$ cat config.mk
export PLATFORM = sky130hd
export DESIGN_NAME = trainer_input_sequencer
export DESIGN_NICKNAME = d
export VERILOG_FILES = /design/src/rtl/trainer_input_sequencer.sv
export SDC_FILE = /design/constraint.sdc
export NUM_CORES = 1
export LEC_CHECK = 0
export BUFFER_PORTS_ARGS = -buffer_cell sky130_fd_sc_hd__clkbuf_2
export CAP_MARGIN = 20
export CORE_ASPECT_RATIO = 2
export CORE_UTILIZATION = 30
export DETAILED_ROUTE_END_ITERATION = 8
export REMOVE_ABC_BUFFERS = 1
export SYNTH_ARGS = -nofsm -noshare
export SYNTH_HDL_FRONTEND = slang
export SYNTH_SLANG_ARGS = --single-unit
$ cat constraint.sdc
create_clock -name clk -period 3.45 [get_ports clk]
set_clock_uncertainty 0.15 [all_clocks]
set_input_delay 0.1725 -clock clk [delete_from_list [all_inputs] [get_ports clk]]
set_output_delay 0.1725 -clock clk [all_outputs]
set_load 0.01 [all_outputs]
$ cat src/rtl/trainer_input_sequencer.sv
// Trainer-kit input stage: synchronises and debounces two switches and a step button,
// then drives the a/b operand pair in manual, single-step or free-running walk mode.
module trainer_input_sequencer #(
  parameter int unsigned DEBOUNCE_CYCLES = 16,
  parameter int unsigned STEP_DIV        = 1024
) (
  input  logic       clk,
  input  logic       rst,
  input  logic       sw_a,
  input  logic       sw_b,
  input  logic       btn_step,
  input  logic [1:0] mode,
  output logic       a,
  output logic       b,
  output logic       vec_valid,
  output logic       cycle_done
);

  typedef enum logic [1:0] {
    ModeManual    = 2'b00,
    ModeStep      = 2'b01,
    ModeAuto      = 2'b10,
    ModeManualAlt = 2'b11
  } mode_e;

  localparam int unsigned CntW = (DEBOUNCE_CYCLES > 1) ? $clog2(DEBOUNCE_CYCLES) : 1;
  localparam int unsigned DivW = $clog2(STEP_DIV);
  localparam logic [CntW-1:0] CntLast = CntW'(DEBOUNCE_CYCLES - 1);
  localparam logic [DivW-1:0] DivLast = DivW'(STEP_DIV - 1);

  // Bit order for the conditioned inputs: [2]=sw_a, [1]=sw_b, [0]=btn_step.
  logic [2:0]      raw;
  logic [2:0]      sync1_q, sync2_q;
  logic [2:0]      stable_q, stable_d;
  logic [CntW-1:0] cnt_q [3];
  logic [CntW-1:0] cnt_d [3];
  logic            btn_prev_q;
  logic            step_ev;

  mode_e           mode_in, mode_q;
  logic [1:0]      idx_q, idx_d;
  logic [DivW-1:0] div_q, div_d;
  logic [1:0]      ab_q, ab_d;
  logic            adv;
  logic            vec_valid_q, vec_valid_d;
  logic            cycle_done_q, cycle_done_d;

  assign raw     = {sw_a, sw_b, btn_step};
  assign mode_in = mode_e'(mode);
  assign step_ev = stable_q[0] & ~btn_prev_q;

  always_comb begin
    for (int i = 0; i < 3; i++) begin
      stable_d[i] = stable_q[i];
      cnt_d[i]    = '0;
      if (sync2_q[i] != stable_q[i]) begin
        if (cnt_q[i] == CntLast) begin
          stable_d[i] = sync2_q[i];
        end else begin
          cnt_d[i] = cnt_q[i] + CntW'(1);
        end
      end
    end
  end

  always_comb begin
    idx_d        = idx_q;
    div_d        = '0;
    adv          = 1'b0;
    cycle_done_d = 1'b0;
    if (mode_in != mode_q) begin
      // Mode entry restarts the walk; a coinciding step event or terminal count is dropped.
      idx_d = '0;
    end else begin
      unique case (mode_q)
        ModeStep: adv = step_ev;
        ModeAuto: begin
          adv   = (div_q == DivLast);
          div_d = adv ? '0 : div_q + DivW'(1);
        end
        default:  idx_d = '0;
      endcase
    end
    if (adv) begin
      idx_d        = idx_q + 2'd1;
      cycle_done_d = (idx_q == 2'd3);
    end
    ab_d        = (mode_in == ModeStep || mode_in == ModeAuto) ? idx_d
                                                               : {stable_q[2], stable_q[1]};
    vec_valid_d = (ab_d != ab_q);
  end

  always_ff @(posedge clk) begin
    if (rst) begin
      sync1_q      <= '0;
      sync2_q      <= '0;
      stable_q     <= '0;
      for (int i = 0; i < 3; i++) cnt_q[i] <= '0;
      btn_prev_q   <= 1'b0;
      mode_q       <= ModeManual;
      idx_q        <= '0;
      div_q        <= '0;
      ab_q         <= '0;
      vec_valid_q  <= 1'b0;
      cycle_done_q <= 1'b0;
    end else begin
      sync1_q      <= raw;
      sync2_q      <= sync1_q;
      stable_q     <= stable_d;
      for (int i = 0; i < 3; i++) cnt_q[i] <= cnt_d[i];
      btn_prev_q   <= stable_q[0];
      mode_q       <= mode_in;
      idx_q        <= idx_d;
      div_q        <= div_d;
      ab_q         <= ab_d;
      vec_valid_q  <= vec_valid_d;
      cycle_done_q <= cycle_done_d;
    end
  end

  assign a          = ab_q[1];
  assign b          = ab_q[0];
  assign vec_valid  = vec_valid_q;
  assign cycle_done = cycle_done_q;

endmodule

==> qor_table.md <==
| Metric | Reported |
| --- | --- |
| FF+latch area | 801 um^2 |
| Filler cell count in the final layout | 548 |
| Clock transition at the register clock pins on the worst setup and hold paths after CTS | 0.08 ns |
| Final TNS setup | 0 ns |
| Leading post-synthesis cells by cell area | sky130_fd_sc_hd__dfxtp_1, sky130_fd_sc_hd__nor2_1, sky130_fd_sc_hd__ha_1, sky130_fd_sc_hd__xnor2_1, sky130_fd_sc_hd__xor2_1 |
| First-pass GRT wire length | 4720 um |
| Met2 wire len | 1580 um |
| Worst skew pair latency | 0.29 ns |
| RSZ-0062 raised after global routing | false |
| Maximum number of pins on one net before global-route repair | 22 |
| Power Density | 453 nW/um^2 |
| I/O pins | 11 |
| Wire length the detailed router placed on met1 | 1040 um |
| Number of antenna violations at the first check in global routing | 0 |
| Initial detailed-routing violation count | 7 |
| Post-synth top cells | sky130_fd_sc_hd__dfxtp_1, sky130_fd_sc_hd__nor2_1, sky130_fd_sc_hd__inv_1, sky130_fd_sc_hd__xnor2_1, sky130_fd_sc_hd__xor2_1 |
| Dominant synthesized flop cell | sky130_fd_sc_hd__dfxtp_1 |
| Number of synthesized register bits | 40 |
| Diode insertion count for antenna repair | 0 |
| Number of nets in the layout | 205 |
| Total die area | 5890 um^2 |
| Total global routing overflow | 0 |
| Total wire length | 2770 um |
| Endpoints failing hold | 0 |
| Pins Over Slew Limit | 0 |
| Clock H-tree levels | 2 |
| Setup crit start kind | flop |
| Buffers added on ports | 10 |
| CTS buffer count | 5 |
| Met3 layer wire length in the routed design | 66 um |
| Worst endpoint required time | 3.50 ns |
| Via density per instance | 4.63 |
| Count of different cell masters after synthesis | 35 |
| CTS tree | yes |
| Max-cap check violation count | 0 |
| EDFF count, synth | 0 |
| Placer congestion estimate | 0.742 |
| Critical path data arrival time | 2.06 ns |
| Postcts setup bufs | 0 |
| # setup viols final | 0 |
| Number of detailed-routing iterations run before antenna repair | 4 |
| Library cell occupying the most area in the post-synthesis netlist | sky130_fd_sc_hd__dfxtp_1 |
| Layout Area Growth over Synthesis | 15.3% |
| Fraction of final layout cells with drive strength greater than 1 | 12.0% |
| Synth async-reset ratio | 0% |
| CTS sink cnt | 40 |
| Share of Yosys cell area claimed by the top area cell type | 47.9% |
| Total via count after detailed routing | 1166 |
| Sequential cell area fraction in the yosys report | 47.9% |
| Synthesized instance count | 173 |
| Headroom to the max-slew limit | 74.1% |
| Final core utilization | 35.9% |
| Standby leakage power | 0.000768 uW |
| Maximum resistive drop on vdd | 0.212 mV |
| GR Util All Layers | 11.3% |
| Clock root buffer | sky130_fd_sc_hd__clkbuf_8 |
| Status | completed |
| Core outline area | 5370 um^2 |
| Maximum achievable frequency | 496 MHz |
| Initial standard-cell utilization of the core | 31.1% |
| Type of the worst min-delay path | in -> reg |
| Post-detailed-route count of antenna-violating nets | 0 |
| Minimum period implied by the final worst setup slack | 2.01 ns |
| Per-cell routed wire length | 11.0 um |
| Transition time at the pin with the least slew margin | 0.379 ns |
| DRC errors left | 0 |
| Highest metal used | met4 |
| Chip height | 108 um |
| Worst setup EP type | flop |
| Synth warnings | 0 |
| Start-to-end type of the worst setup path | reg -> reg |
| Period Utilization, post-route | 58.4% |
| Worst Path Max Fanout | 4 |
| Worst setup slack after layout | 1.44 ns |
| CTS Buffer Depth | 2 |
| Post-Synthesis Cell Area | 1670 um^2 |
| Leading cell type by number of instances after synthesis | sky130_fd_sc_hd__dfxtp_1 |
| Width of the die | 54.8 um |
| Minimum setup slack after placement | 1.44 ns |
| Area taken by multi-input logic gates | 826 um^2 |
| Vias in the first global route | 1090 |
| Synthesized area per cell | 9.66 um^2 |
| Row count | 38 |
| Estimated wirelength of the detail-placed design | 2090 um |
-- per-stage QoR --
| step | hold WS, ns | total power (uW) | area, um^2 | instances |
|---|---|---|---|---|
| after global placement | 0.236 | 510 | 1790 | 241 |
| after floorplan | 0.0916 | 498 | 1660 | 171 |
| after detailed placement | 0.243 | 511 | 1790 | 241 |
| final | 0.0464 | 872 | 1930 | 252 |
| after global routing | 0.0454 | 910 | 1930 | 252 |
| after CTS | 0.0404 | 887 | 1930 | 252 |
-- layer usage --
layer	GRT usage, %	vias up
li1	-	609
met1	10.8	537
met2	20.1	12
met3	2.97	8
met4	6.59	0
met5	0	-
-- cell usage in the layout, fill, tap and decap left out, drive strengths merged, types with 2 or more instances in the layout --
master       instances
xnor2               10
xor2                10
nand4                2
or3                  2
nand3                7
ha                   7
and3                 4
nor2b                9
nor2                33
a21oi                3
dfxtp               40
nor3                 2
clkbuf              16
nand4bb              2
dlygate4sd3          3
nand2                6
inv                 10
mux2i                5
nand2b               3
-- what timing repair did --
| action | 4_1_cts | 5_1_grt |
|---|---|---|
| gates resized for setup | 0 | 0 |
| hold buffers | 3 | 0 |
| endpoints found under the hold margin | 3 | 0 |
-- sequential cells by signal (all words and copies together), names as in the netlist --
| register | cells |
|---|---|
| stable_q | 3 |
| cycle_done | 1 |
| sync1_q | 3 |
| ab_q | 2 |
| mode_q | 2 |
| div_q | 10 |
| cnt_q | 12 |
| btn_prev_q | 1 |
| sync2_q | 3 |
| vec_valid | 1 |
| idx_q | 2 |
-- final timing paths --
kind | slack [ns] | endpoint | start | cells past startpoint
setup / recovery | 1.44 | vec_valid | div_q[0] | 6
setup reg to reg | 1.44 | vec_valid | div_q[0] | 6
hold / removal | 0.05 | mode_q[1] | mode[1] | 2
hold reg to reg | 0.29 | sync2_q[0] | sync1_q[0] | 1
-- power by group --
part	total, uW	internal, uW	switching [uW]
combinational	30.7	15.0	15.8
sequential	471	467	4.01
clock	370	215	156
total	872	697	175
-- worst max-delay path: stages (launching register included) --
cell and delay, ns:
sky130_fd_sc_hd__dfxtp_1 0.36, sky130_fd_sc_hd__ha_1 0.20, sky130_fd_sc_hd__nand3_1 0.16, sky130_fd_sc_hd__nor4_4 0.36, sky130_fd_sc_hd__nor4bb_2 0.12, sky130_fd_sc_hd__or4_1 0.51
sky130_fd_sc_hd__o311ai_1 0.08
-- layout make-up --
type                       instances  share of cell area, %
clock buffer                       6                   3.77
clock inverter                     2                   1.82
inverter                          10                   1.95
multi-input combinational        121                   42.9
sequential                        40                   41.6
tap                               60                   3.90
timing repair buffer              13                   4.16
-- cells by family (layout without fill, tap and decap cells) --
kind of cell	Yosys count	after routing	share of synthesized area [%]
buf+inv	12	31	2.70
mux	5	5	2.99
xor+xnor	20	20	10.5
flops	40	40	47.9
simple gates	79	79	26.2
fa+ha+maj	7	7	5.24
compound gates	10	10	4.49
(Power assumes the default switching activity.)
